**src/rtl/dbg_pkg.sv**
```systemverilog
// rtl/dbg_pkg.sv - shared types for the debug controller
package dbg_pkg;

  localparam int BP_CNT_W = 6;

  typedef enum logic [3:0] {
    FN_NONE      = 4'd0,
    FN_PAUSE     = 4'd1,
    FN_RESUME    = 4'd2,
    FN_STEP      = 4'd3,
    FN_RESET     = 4'd4,
    FN_STATUS    = 4'd5,
    FN_BR_PT_ADD = 4'd6,
    FN_BR_PT_RM  = 4'd7,
    FN_MEM_RD    = 4'd8,
    FN_MEM_WR    = 4'd9,
    FN_REG_RD    = 4'd10,
    FN_REG_WR    = 4'd11
  } debug_fn_t;

  typedef enum logic [2:0] {
    OP_PAUSE  = 3'd0,
    OP_RESUME = 3'd1,
    OP_RESET  = 3'd2,
    OP_MEM_RD = 3'd3,
    OP_MEM_WR = 3'd4,
    OP_REG_RD = 3'd5,
    OP_REG_WR = 3'd6
  } mcu_op_t;

  typedef enum logic [2:0] {
    ST_OK          = 3'd0,
    ST_BP_HIT      = 3'd1,
    ST_ERR_STATE   = 3'd2,
    ST_ERR_BP_FULL = 3'd3,
    ST_ERR_BP_NONE = 3'd4,
    ST_ERR_MCU     = 3'd5,
    ST_ERR_TIMEOUT = 3'd6,
    ST_ERR_CMD     = 3'd7
  } dbg_status_t;

  typedef enum logic [2:0] {
    S_IDLE       = 3'd0,
    S_REQ        = 3'd1,
    S_WAIT       = 3'd2,
    S_STEP_PAUSE = 3'd3,
    S_RESP       = 3'd4
  } dbg_state_t;

endpackage

```
**src/rtl/dbg_bp_table.sv**
```systemverilog
// rtl/dbg_bp_table.sv - breakpoint storage with pc match, lookup, lowest-free add and remove
module dbg_bp_table
  import dbg_pkg::*;
#(
  parameter int NUM_BP = 8,
  parameter int ADDR_W = 32
) (
  input  logic                clk,
  input  logic                reset,
  input  logic [ADDR_W-1:0]   pc,
  input  logic [ADDR_W-1:0]   lookup_addr,
  input  logic                add_en,
  input  logic                rm_en,
  output logic                pc_match,
  output logic                found,
  output logic                full,
  output logic [BP_CNT_W-1:0] count
);

  logic [NUM_BP-1:0] valid_q;
  logic [ADDR_W-1:0] addr_q [NUM_BP];
  logic [NUM_BP-1:0] pc_hits;
  logic [NUM_BP-1:0] addr_hits;
  logic [NUM_BP-1:0] free_oh;

  always_comb begin
    pc_hits   = '0;
    addr_hits = '0;
    count     = '0;
    for (int i = 0; i < NUM_BP; i++) begin
      pc_hits[i]   = valid_q[i] && (addr_q[i] == pc);
      addr_hits[i] = valid_q[i] && (addr_q[i] == lookup_addr);
      count        = count + BP_CNT_W'(valid_q[i]);
    end
  end

  // Lowest clear bit of the valid vector, as a one-hot; zero when full.
  assign free_oh  = ~valid_q & (valid_q + NUM_BP'(1));
  assign pc_match = |pc_hits;
  assign found    = |addr_hits;
  assign full     = &valid_q;

  always_ff @(posedge clk) begin
    if (reset) begin
      valid_q <= '0;
      for (int i = 0; i < NUM_BP; i++) addr_q[i] <= '0;
    end else begin
      for (int i = 0; i < NUM_BP; i++) begin
        if (add_en && !found && free_oh[i]) begin
          valid_q[i] <= 1'b1;
          addr_q[i]  <= lookup_addr;
        end else if (rm_en && addr_hits[i]) begin
          valid_q[i] <= 1'b0;
        end
      end
    end
  end

endmodule

```
**src/rtl/dbg_ctrl.sv**
```systemverilog
// rtl/dbg_ctrl.sv - debug command controller driving the MCU request/busy handshake
module dbg_ctrl
  import dbg_pkg::*;
#(
  parameter int NUM_BP  = 8,
  parameter int ADDR_W  = 32,
  parameter int DATA_W  = 32,
  parameter int TIMEOUT = 1024
) (
  input  logic              clk,
  input  logic              reset,
  input  logic              cmd_valid,
  output logic              cmd_ready,
  input  logic [3:0]        cmd_fn,
  input  logic [ADDR_W-1:0] cmd_addr,
  input  logic [DATA_W-1:0] cmd_data,
  output logic              rsp_valid,
  input  logic              rsp_ready,
  output logic [2:0]        rsp_status,
  output logic [DATA_W-1:0] rsp_data,
  input  logic [ADDR_W-1:0] pc,
  input  logic              mcu_busy,
  input  logic [DATA_W-1:0] mcu_rd_data,
  input  logic              mcu_error,
  output logic              mcu_req,
  output logic [2:0]        mcu_op,
  output logic [ADDR_W-1:0] mcu_addr,
  output logic [DATA_W-1:0] mcu_wdata,
  output logic              paused
);

  localparam int TW = $clog2(TIMEOUT + 1);

  dbg_state_t        state_q, state_n;
  logic              mcu_req_q, mcu_req_n;
  mcu_op_t           op_q, op_n;
  logic [ADDR_W-1:0] addr_q, addr_n;
  logic [DATA_W-1:0] wdata_q, wdata_n;
  logic              rsp_valid_q, rsp_valid_n;
  dbg_status_t       status_q, status_n;
  logic [DATA_W-1:0] data_q, data_n;
  logic              paused_q, paused_n;
  logic              step_q, step_n;
  logic              hit_q, hit_n;
  logic [ADDR_W-1:0] hit_pc_q, hit_pc_n;
  logic [TW-1:0]     tmo_cnt_q;

  logic                bp_add, bp_rm;
  logic                bp_pc_match, bp_found, bp_full;
  logic [BP_CNT_W-1:0] bp_count;
  logic                bp_hit, tmo_hit;

  debug_fn_t         fn;
  logic              mcu_go;
  mcu_op_t           go_op;
  dbg_status_t       loc_status;
  logic [DATA_W-1:0] loc_data;

  dbg_bp_table #(.NUM_BP(NUM_BP), .ADDR_W(ADDR_W)) u_bp_table (
    .clk         (clk),
    .reset       (reset),
    .pc          (pc),
    .lookup_addr (cmd_addr),
    .add_en      (bp_add),
    .rm_en       (bp_rm),
    .pc_match    (bp_pc_match),
    .found       (bp_found),
    .full        (bp_full),
    .count       (bp_count)
  );

  assign bp_hit    = bp_pc_match && !paused_q;
  assign cmd_ready = (state_q == S_IDLE) && !bp_hit;
  assign tmo_hit   = (tmo_cnt_q == TW'(TIMEOUT - 1));

  always_comb begin
    state_n     = state_q;
    mcu_req_n   = mcu_req_q;
    op_n        = op_q;
    addr_n      = addr_q;
    wdata_n     = wdata_q;
    rsp_valid_n = rsp_valid_q;
    status_n    = status_q;
    data_n      = data_q;
    paused_n    = paused_q;
    step_n      = step_q;
    hit_n       = hit_q;
    hit_pc_n    = hit_pc_q;
    bp_add      = 1'b0;
    bp_rm       = 1'b0;
    fn          = debug_fn_t'(cmd_fn);
    mcu_go      = 1'b0;
    go_op       = OP_PAUSE;
    loc_status  = ST_OK;
    loc_data    = '0;

    case (state_q)
      S_IDLE: begin
        if (bp_hit) begin
          state_n   = S_REQ;
          mcu_req_n = 1'b1;
          op_n      = OP_PAUSE;
          hit_n     = 1'b1;
          step_n    = 1'b0;
          hit_pc_n  = pc;
        end else if (cmd_valid) begin
          hit_n  = 1'b0;
          step_n = 1'b0;
          case (fn)
            FN_PAUSE:  if (!paused_q) begin mcu_go = 1'b1; go_op = OP_PAUSE; end
            FN_RESUME: if (paused_q) begin mcu_go = 1'b1; go_op = OP_RESUME; end
            FN_STEP: begin
              if (paused_q) begin
                mcu_go = 1'b1;
                go_op  = OP_RESUME;
                step_n = 1'b1;
              end else begin
                loc_status = ST_ERR_STATE;
              end
            end
            FN_RESET: begin mcu_go = 1'b1; go_op = OP_RESET; end
            FN_STATUS: begin
              loc_data[0]    = paused_q;
              loc_data[1]    = mcu_busy;
              loc_data[13:8] = bp_count;
            end
            FN_BR_PT_ADD: begin
              bp_add = 1'b1;
              if (!bp_found && bp_full) loc_status = ST_ERR_BP_FULL;
            end
            FN_BR_PT_RM: begin
              bp_rm = 1'b1;
              if (!bp_found) loc_status = ST_ERR_BP_NONE;
            end
            FN_MEM_RD: begin mcu_go = paused_q; go_op = OP_MEM_RD; end
            FN_MEM_WR: begin mcu_go = paused_q; go_op = OP_MEM_WR; end
            FN_REG_RD: begin mcu_go = paused_q; go_op = OP_REG_RD; end
            FN_REG_WR: begin mcu_go = paused_q; go_op = OP_REG_WR; end
            default:   loc_status = ST_ERR_CMD;
          endcase
          // Memory/register access while running is refused without touching the MCU.
          if ((fn == FN_MEM_RD || fn == FN_MEM_WR || fn == FN_REG_RD || fn == FN_REG_WR)
              && !paused_q)
            loc_status = ST_ERR_STATE;
          if (mcu_go) begin
            state_n   = S_REQ;
            mcu_req_n = 1'b1;
            op_n      = go_op;
            addr_n    = cmd_addr;
            wdata_n   = cmd_data;
          end else begin
            state_n     = S_RESP;
            rsp_valid_n = 1'b1;
            status_n    = loc_status;
            data_n      = loc_data;
          end
        end
      end

      S_REQ, S_STEP_PAUSE: begin
        if (mcu_busy) begin
          state_n   = S_WAIT;
          mcu_req_n = 1'b0;
        end else if (tmo_hit) begin
          state_n     = S_RESP;
          mcu_req_n   = 1'b0;
          rsp_valid_n = 1'b1;
          status_n    = ST_ERR_TIMEOUT;
          data_n      = '0;
          step_n      = 1'b0;
        end
      end

      S_WAIT: begin
        if (!mcu_busy) begin
          if (step_q && !mcu_error) begin
            // Resume half of a step is done; immediately request the pause.
            state_n   = S_STEP_PAUSE;
            mcu_req_n = 1'b1;
            op_n      = OP_PAUSE;
            step_n    = 1'b0;
            paused_n  = 1'b0;
          end else begin
            state_n     = S_RESP;
            rsp_valid_n = 1'b1;
            step_n      = 1'b0;
            status_n    = mcu_error ? ST_ERR_MCU : (hit_q ? ST_BP_HIT : ST_OK);
            data_n      = '0;
            if (op_q == OP_MEM_RD || op_q == OP_REG_RD) data_n = mcu_rd_data;
            else if (hit_q)                             data_n = DATA_W'(hit_pc_q);
            if (!mcu_error) begin
              if (op_q == OP_PAUSE)                          paused_n = 1'b1;
              else if (op_q == OP_RESUME || op_q == OP_RESET) paused_n = 1'b0;
            end
          end
        end else if (tmo_hit) begin
          state_n     = S_RESP;
          rsp_valid_n = 1'b1;
          status_n    = ST_ERR_TIMEOUT;
          data_n      = '0;
          step_n      = 1'b0;
        end
      end

      S_RESP: begin
        if (rsp_ready) begin
          state_n     = S_IDLE;
          rsp_valid_n = 1'b0;
        end
      end

      default: state_n = S_IDLE;
    endcase
  end

  always_ff @(posedge clk) begin
    if (reset) begin
      state_q     <= S_IDLE;
      mcu_req_q   <= 1'b0;
      op_q        <= OP_PAUSE;
      addr_q      <= '0;
      wdata_q     <= '0;
      rsp_valid_q <= 1'b0;
      status_q    <= ST_OK;
      data_q      <= '0;
      paused_q    <= 1'b0;
      step_q      <= 1'b0;
      hit_q       <= 1'b0;
      hit_pc_q    <= '0;
      tmo_cnt_q   <= '0;
    end else begin
      state_q     <= state_n;
      mcu_req_q   <= mcu_req_n;
      op_q        <= op_n;
      addr_q      <= addr_n;
      wdata_q     <= wdata_n;
      rsp_valid_q <= rsp_valid_n;
      status_q    <= status_n;
      data_q      <= data_n;
      paused_q    <= paused_n;
      step_q      <= step_n;
      hit_q       <= hit_n;
      hit_pc_q    <= hit_pc_n;
      if (state_n != state_q)
        tmo_cnt_q <= '0;
      else if (state_q == S_REQ || state_q == S_WAIT || state_q == S_STEP_PAUSE)
        tmo_cnt_q <= tmo_cnt_q + TW'(1);
    end
  end

  assign mcu_req    = mcu_req_q;
  assign mcu_op     = op_q;
  assign mcu_addr   = addr_q;
  assign mcu_wdata  = wdata_q;
  assign rsp_valid  = rsp_valid_q;
  assign rsp_status = status_q;
  assign rsp_data   = data_q;
  assign paused     = paused_q;

endmodule

```
**config.mk**
```make
export PLATFORM = sky130hd
export DESIGN_NAME = dbg_ctrl
export DESIGN_NICKNAME = d
export VERILOG_FILES = /design/src/rtl/dbg_pkg.sv /design/src/rtl/dbg_bp_table.sv /design/src/rtl/dbg_ctrl.sv
export SDC_FILE = /design/constraint.sdc
export NUM_CORES = 1
export LEC_CHECK = 0
export CELL_PAD_IN_SITES_DETAIL_PLACEMENT = 0
export CELL_PAD_IN_SITES_GLOBAL_PLACEMENT = 2
export CORE_MARGIN = 2
export CORE_UTILIZATION = 30
export DETAILED_ROUTE_END_ITERATION = 8
export HOLD_SLACK_MARGIN = 0.03
export PLACE_DENSITY_LB_ADDON = 0.15
export SYNTH_ARGS = -nofsm -noshare
export SYNTH_HDL_FRONTEND = slang
export SYNTH_SLANG_ARGS = --single-unit
```
**constraint.sdc**
```tcl
create_clock -name clk -period 15.7 [get_ports clk]
set_input_delay 3.14 -clock clk [delete_from_list [all_inputs] [get_ports clk]]
set_output_delay 3.14 -clock clk [all_outputs]
set_load 0.03 [all_outputs]
```
### Word level (Yosys, flattened, before mapping)

Memories as Yosys holds them, arrays and structs flattened.
Cells that the tools add are included.

* equal/unequal tests: 49
* multiplexer cells: 138
* reduce and logical (&&, ||, !) cells: 81
* add/sub/neg operators: 9
* bitwise operators: 12

Operators with widths (count)
* 32-bit two-way mux: 17
* 32-bit equality test: 16
* 32-bit one-hot mux with 3 select lines: 1
* 1-bit two-way mux: 84
* 3-bit two-way mux: 23
* 1-bit logical AND: 38
* 6-bit by 1-bit adder with 6-bit output: 6
* 3-bit one-hot mux with 4 select lines: 2
* 8-bit OR reduction: 3
* 2-bit nonzero test: 10
* 3-bit one-hot mux with 6 select lines: 1
* 4-bit by 3-bit equality test with 1-bit output, second input constant: 4
* 4-bit equality test, second input constant: 4
* 2-bit != test, second input constant: 7
* 3-bit by 2-bit equality test with 1-bit output, second input constant: 4
* 6-bit AND reduction: 2
* 11-bit by 1-bit adder with 11-bit output, second input constant: 1
* 11-bit by 10-bit equality test with 1-bit output, second input constant: 1
* 3-bit != test, second input constant: 3
* 3-bit one-hot mux with 3 select lines: 1
* 8-bit by 1-bit adder with 8-bit output, second input constant: 1
* 8-bit AND: 1
* 4-bit by 2-bit equality test with 1-bit output, second input constant: 2
* 8-bit NOT: 1
* 27 further kinds: 56

* memory bits (writable): 256
* output and inout bits: 106
* register bits after elaboration: 161
* word-level logic and storage cells: 311
* bits of input ports: 138
* memories: 1

Memories
* u_bp_table.addr_q: words 8, width 32, rd ports 8, clocked after memory_dff 0, wr ports 8, line dbg_bp_table.sv:21 `logic [ADDR_W-1:0] addr_q [NUM_BP];`

### Depth between registers and ports, before layout

Gate-level depths: netlist of run 1.
An unclocked memory read counts as a cell.

* word-level depth: 13
* gate-level depth with buffers: 11
* depth with buffers taken out: 10

### By module

Synthesis of run 1 repeated with hierarchy kept, for this count alone.

* cells, all modules: 2376
* area, all modules: 23068.4 um2

Modules (own cells, without submodules)
* dbg_bp_table: cells an instance 1540, area an instance 16395.7 um2, instances 1
* dbg_ctrl: cells an instance 836, area an instance 6672.6 um2, instances 1

### Worst setup path before layout of run 1

No wires, ideal clock.

* path type: input to output
* start point: input pc[22]
* end point: output cmd_ready
* cell stages on the path: 10
* required time: 12.560 ns
* slack: 7.443 ns
* data arrival time: 5.117 ns
* path buffers: 3
* cell sequence: buf_2 -> xnor2_1 -> nand4_1 -> nor4_1 -> nand4_1 -> o41ai_2 -> o31a_1 -> buf_2 -> buf_2 -> nor2_1

* cells in the longest elaborated chain, start to end: 6
* elaborated cells on any way between the ends: 20

RTL lines
* start: declaration: line dbg_ctrl.sv:21 `input logic [ADDR_W-1:0] pc,`
* 32-bit equality test: line dbg_bp_table.sv:31 `pc_hits[i] = valid_q[i] && (addr_q[i] == pc);`
* 1-bit logical AND: line dbg_bp_table.sv:31
* 8-bit OR reduction (*): line dbg_bp_table.sv:39 `assign pc_match = |pc_hits;`
* 1-bit logical AND (*): line dbg_ctrl.sv:72 `assign bp_hit = bp_pc_match && !paused_q;`
* 1-bit zero test (*): line dbg_ctrl.sv:73 `assign cmd_ready = (state_q == S_IDLE) && !bp_hit;`
* 1-bit logical AND (*): line dbg_ctrl.sv:73
* end: declaration: line dbg_ctrl.sv:13 `output logic cmd_ready,`

Mark *: on every way between the ends. The rest lies on a longest branch, timed or not.

### Final worst setup path of run 1

* start point: input pc[3]
* end point: output cmd_ready

The elaborated chain is that of the path after synthesis.

==> run_results.csv, run 1 <==
group,metric,value,unit
routing,drt_iter0_drc,1482,
critical_path,path_class,"in -> out",
cells_and_area,drive_gt1_frac,0.0913,
routing,wl_per_cell,32.8,um
power_and_ir_drop,total_power,2.89,mW
cts,cts_tree,"yes",
cts,path_clk_slew,50,ps
floorplan,num_rows,99,
cts,clock-root-buffer,"clkbuf_16",
cells_and_area,instances_no_fill,3326,
grt,antenna_found_initial,0,
power_and_ir_drop,switching_share,0.275,
routing,wl,109000,um
worst_hold_path,whs_path_depth,1,
synth,syn_avg_cell_area,10.4,um2
power_and_ir_drop,power.density,105,nW/um2
timing,setup_tns,0,ps
grt,track_usage,0.280,
critical_path,critical_path_arrival,7110,ps
power_and_ir_drop,ir_drop,0.101,mV
timing,hold_viol_final,0,
synth,yosysWarnings,0,
status,status,"complete, no violations",
routing,antenna_left,0,
placement,io_buffers,243,
synth,syn_inst,2129,
synth,yosysSeqAreaShare,0.491,
floorplan,die_w,276,um
routing,first_pass_iters,5,
critical_path,endpoint_kind,"output pin",
timing,setup_viol,0,
power_and_ir_drop,power_switching,0.795,mW
placement,gp_congestion,0.942,
floorplan,core-area,73200,um2
critical_path,crit_fanout,9,
synth,synth_edf_count,256,
synth,yosysMostFrequentCell,"xnor2_1",
floorplan,die_area,76300,um2
grt,grt_start_max_net_pins,75,
floorplan,initial_core_util,0.304,
cts,ctsResizeCount,0,
routing,drc,0,
grt,grt_first_pass_wirelength,151000,um
synth,synth_area,22200,um2
cts,cts_buffer_depth,3,
routing,via_count,17800,
timing,finalCriticalPeriod,10250,ps
grt,grt_overflow,0,
synth,synth_common_cells,"xnor2_1 (399), edfxtp_1 (256), nor2_1 (224)",
synth,async_reset_ff_frac,0,
cts,postCtsSetupBuffers,0,
timing,fin_ws,5450,ps
cts,clk_latency,630,ps
cts,htree_levels,2,
power_and_ir_drop,internal_power,2.09,mW
cells_and_area,fill_cells,7295,
power_and_ir_drop,clock_power_share,0.438,
timing,maxSlewViolCount,0,
timing,fin_crit_sh,0.653,
placement,place_inst,3227,
floorplan,num_io_pins,244,
cts,cts_hold_buf,0,
grt,grt_pass1_vias,18300,
synth,synth_seq_cells,417,
cts,clock-sinks,417,
synth,synth_top_area_frac,0.346,
timing,slew_headroom,0.0909,
power_and_ir_drop,pwr-share-comb,0.131,
critical_path,required,12560,ps
power_and_ir_drop,leakagePower,9.30,nW
synth,synthTopCellsByArea,"edfxtp_1 (35%), xnor2_1 (16%), dfxtp_1 (14%)",
placement,post-dp-hpwl,79600,um
synth,post-synth-top-area-cell,"edfxtp_1",
timing,fmax,97.5,MHz
power_and_ir_drop,seq_power_share,0.431,
cells_and_area,syn2layout_area_growth,23.1,%
timing,skew,37.5,ps
placement,place_ws,5510,ps
flow_run,max_cap_violations,0,
synth,synth_flop_cell,"edfxtp_1",
critical_path,critPathLaunchType,"primary input",
timing,tightest_slew,1360,ps
worst_hold_path,hp-class,"reg -> reg",
critical_path,reg2reg_depth,11,
synth,synthesis.nets,2276,
cts,cts_buffers,53,
timing,rsz0062_at_grt,"false",
synth,synth.distinct_cells,61,
routing,routed_via_density,5.36,
cells_and_area,nets,2470,
floorplan,fp.dieH,276,um
power by group through the flow:
stage	clock (mW)	sequential [mW]	combinational, mW
floorplan	0	1.26	0.200
global placement	0	1.27	0.379
detailed placement	0	1.27	0.375
CTS	1.29	1.24	0.377
global route	1.33	1.25	0.394
finish	1.27	1.25	0.377
flip-flops by register name (all words and copies together), names as in the netlist, 3 cells and up:
register / count
mcu_op: 3
u_bp_table.valid_q: 8
mcu_wdata: 32
hit_pc_q: 32
state_q: 3
tmo_cnt_q: 11
mcu_addr: 32
rsp_data: 32
u_bp_table.addr_q: 256
rsp_status: 3
logic make-up after synthesis:
family / Yosys count / synth area share
compound gates: 238 / 0.0789
xor+xnor: 521 / 0.205
fa+ha+maj: 9 / 0.00641
buf+inv: 231 / 0.0477
flops: 417 / 0.491
mux: 35 / 0.0158
simple gates: 678 / 0.155
layer usage:
metal,track usage,part of all wire,routed length (um),vias to the layer above
met5,0,0,0,-
met4,0.0911,0.034,3720,0
met3,0.0387,0.046,5030,138
met2,0.479,0.49,52900,591
met1,0.364,0.43,47300,9122
li1,-,-,-,7962
worst max-delay path: stages:
cell	delay, ps
clkdlybuf4s50_1	890
xnor2_1	370
nand4_1	120
nor4_1	600
nand4_1	250
o41ai_2	720
o31a_2	300
nor2_1	60
clkdlybuf4s50_1	630
final timing paths:
kind	from	end	slack, ps
hold / removal	rsp_data[15]	rsp_data[15]	470
hold reg to reg	rsp_data[15]	rsp_data[15]	470
setup reg to reg	u_bp_table.addr_q[2][29]	u_bp_table.addr_q[4][12]	10850
setup / recovery	pc[3]	cmd_ready	5450
placed cells by master (no fill, tap or decap), types with 4 or more instances in the layout:
cell and n:
a211oi_1 4, a21oi_1 82, a31o_2 33, a31oi_1 7, and3_1 32, buf_4 67
bufinv_16 5, clkbuf_1 15, clkbuf_16 55, clkbuf_8 7, clkdlybuf4s50_1 242, clkinv_1 7
clkinv_2 4, dfxtp_1 161, edfxtp_1 256, fa_1 4, ha_1 5, inv_1 59
mux2i_1 35, nand2_1 69, nand2b_1 4, nand3_1 32, nand4_1 149, nor2_1 224
nor3_1 60, nor3_2 11, nor4_1 79, o21ai_0 5, o22ai_1 4, o2bb2ai_1 24
o2bb2ai_2 10, o31ai_1 33, o41ai_1 7, xnor2_1 399, xor2_1 122
through the flow:
step / area (um2) / util / hold WS [ps]
floorplan: 22200 / - / 442
global placement: 25600 / 0.350 / 446
detailed placement: 25600 / 0.350 / 453
CTS: 27400 / 0.374 / 467
global route: 27400 / 0.374 / 478
finish: 27400 / 0.374 / 466
area by class of cell:
class,instances,area [um2],area share
Tap cell,959,1200,0.0438
Clock buffer,77,1530,0.0558
Sequential cell,417,10900,0.398
Multi-Input combinational cell,1481,10300,0.378
Clock inverter,21,241,0.00882
Timing Repair Buffer,309,2930,0.107
Inverter,61,229,0.00836
Antenna cell,1,2.50,0.0000914
No activity file was read; power rests on OpenSTA's default activity.
==> run 2: changes to the inputs <==
==> constraint.sdc (replaced) <==
create_clock -name clk -period 9.1 [get_ports clk]
set_input_delay 1.82 -clock clk [delete_from_list [all_inputs] [get_ports clk]]
set_output_delay 1.82 -clock clk [all_outputs]
set_load 0.03 [all_outputs]
==> run 2 against run 1 <==
  * Non-clock buffer count down 2
  * Worst setup slack got worse by 3800 ps
  * Register-to-register slack worse by 6100 ps
  * Critical endpoint unchanged
  * Wire length fell by 4.6%
  * Critical path depth is the same
  * Combinational power rose by 68%
  * Highest routed layer unchanged
  * Power up 65%
  * Cell area is 0.69% lower
==> run_results.csv, run 2 (synthesis gave the netlist of run 1 again) <==
group,metric,value,unit
timing,slew_headroom,0.185,
cells_and_area,diodes,0,
critical_path,required,7280,ps
timing,fmax,135,MHz
cells_and_area,nets,2466,
routing,wl_per_cell,31.3,um
grt,antenna_found_initial,0,
routing,first_pass_iters,5,
placement,post-dp-hpwl,77900,um
critical_path,path_cells,"clkdlybuf4s50_1 > xnor2_1 > nand4_1 > nor4_1 > nand4_1 > o41ai_2 > o31a_2 > nor2_1 > clkdlybuf4s50_1",
critical_path,endpoint_kind,"output pin",
cts,path_clk_slew,50,ps
cts,ctsResizeCount,0,
cts,cts_buffers,51,
cells_and_area,syn2layout_area_growth,22.3,%
routing,antenna_left,0,
cells_and_area,final_common_cell,"xnor2_1",
timing,rsz0062_at_grt,"false",
critical_path,critical_path_arrival,5590,ps
grt,grt_pass1_vias,18200,
cells_and_area,drive_gt1_frac,0.0910,
floorplan,num_io_pins,244,
timing,setup_tns,0,ps
grt,grt_first_pass_wirelength,144000,um
critical_path,worst_path_largest_cell_delay,950,ps
cells_and_area,largest_register_ffs,256,
placement,io_buffers,243,
cts,cts_buffer_depth,3,
power_and_ir_drop,leakagePower,9.21,nW
cts,clock-root-buffer,"clkbuf_16",
cts,cts_hold_buf,0,
floorplan,fp.dieH,276,um
floorplan,core-area,73200,um2
critical_path,crit_fanout,9,
routing,routed_via_density,5.39,
critical_path,path_class,"in -> out",
grt,track_usage,0.267,
floorplan,num_rows,99,
placement,gp_congestion,0.993,
cts,cts_tree,"yes",
power_and_ir_drop,power.density,175,nW/um2
routing,drc,0,
flow_run,max_cap_violations,0,
floorplan,die_w,276,um
critical_path,slowest_stage,"clkdlybuf4s50_1",
placement,place_inst,3225,
critical_path,critPathLaunchType,"primary input",
worst_hold_path,hp-class,"reg -> reg",
floorplan,initial_core_util,0.304,
timing,hold_viol_final,0,
grt,grt_start_max_net_pins,74,
cells_and_area,final_area,27200,um2
grt,grt_overflow,0,
floorplan,die_area,76300,um2
cells_and_area,instances_no_fill,3321,
cts,postCtsSetupBuffers,0,
cts,htree_levels,2,
placement,placed_area,25600,um2
timing,fin_crit_sh,0.815,
timing,setup_viol,0,
cells_and_area,mostFrequentLayoutCells,"xnor2_1 (399), edfxtp_1 (256), clkdlybuf4s50_1 (242), nor2_1 (224), dfxtp_1 (161)",
timing,skew,34.7,ps
timing,tightest_slew,1220,ps
power_and_ir_drop,total_power,4.76,mW
cells_and_area,regMostFlops,"u_bp_table.addr_q",
power_and_ir_drop,ir_drop,0.157,mV
routing,via_count,17900,
cts,clk_latency,620,ps
status,status,"complete, no violations",
timing,maxSlewViolCount,0,
routing,wl,104000,um
routing,drt_iter0_drc,1589,
cts,clock-sinks,417,
timing,finalCriticalPeriod,7410,ps
[run 2: changes by cell type in the layout (fill, tap and decap cells not counted)]
cell and change:
inv_16 +2, diode_2 -1, clkinv_4 -1, bufinv_16 -4, buf_4 -2, clkinv_1 +1, clkbuf_8 -2, clkinvlp_4 +2
clkinv_2 +8, clkbuf_16 -4, clkbuf_1 -4
[run 2: cell type report]
cell class / instances / area, um2
timing repair buffer: 307 / 2910
multi-input combinational: 1481 / 10300
sequential: 417 / 10900
inverter: 61 / 229
clock buffer: 67 / 1390
clock inverter: 29 / 211
tap: 959 / 1200
fill: 7284 / 46000
[run 2: routing by layer]
metal | wire [um] | track usage
met1 | 43300 | 0.342
met3 | 5770 | 0.0371
met2 | 50500 | 0.453
met5 | 0 | 0
met4 | 4320 | 0.107
[run 2: power breakdown]
| group | internal [mW] | switching, mW | total [mW] |
|---|---|---|---|
| combinational | 0.236 | 0.398 | 0.635 |
| sequential | 2.07 | 0.0821 | 2.15 |
| clock | 1.11 | 0.865 | 1.97 |
[run 2: path summary, 6_finish.rpt]
kind / endpoint / cells after the start / slack, ps / start
max: cmd_ready / 9 / 1690 / pc[20]
min: rsp_data[15] / 1 / 460 / rsp_data[15]
max reg2reg: u_bp_table.addr_q[2][21] / 10 / 4720 / u_bp_table.addr_q[3][18]
min reg2reg: rsp_data[15] / 1 / 460 / rsp_data[15]
[run 2: per-stage QoR]
stage / util / setup WS, ps / hold slack, ps
2_1_floorplan: - / 2950 / 442
3_3_place_gp: 0.350 / 1760 / 446
3_5_place_dp: 0.350 / 1760 / 452
4_1_cts: 0.371 / 1730 / 462
5_1_grt: 0.371 / 1560 / 485
6_report: 0.371 / 1690 / 460
[run 2: critical path, delay by kind of cell]
family,cells,cell delay (ps)
buffers and inverters,2,1570
and+or+nand+nor,4,750
xor gates and xnor gates,1,380
AOI/OAI and AO/OA,2,1050
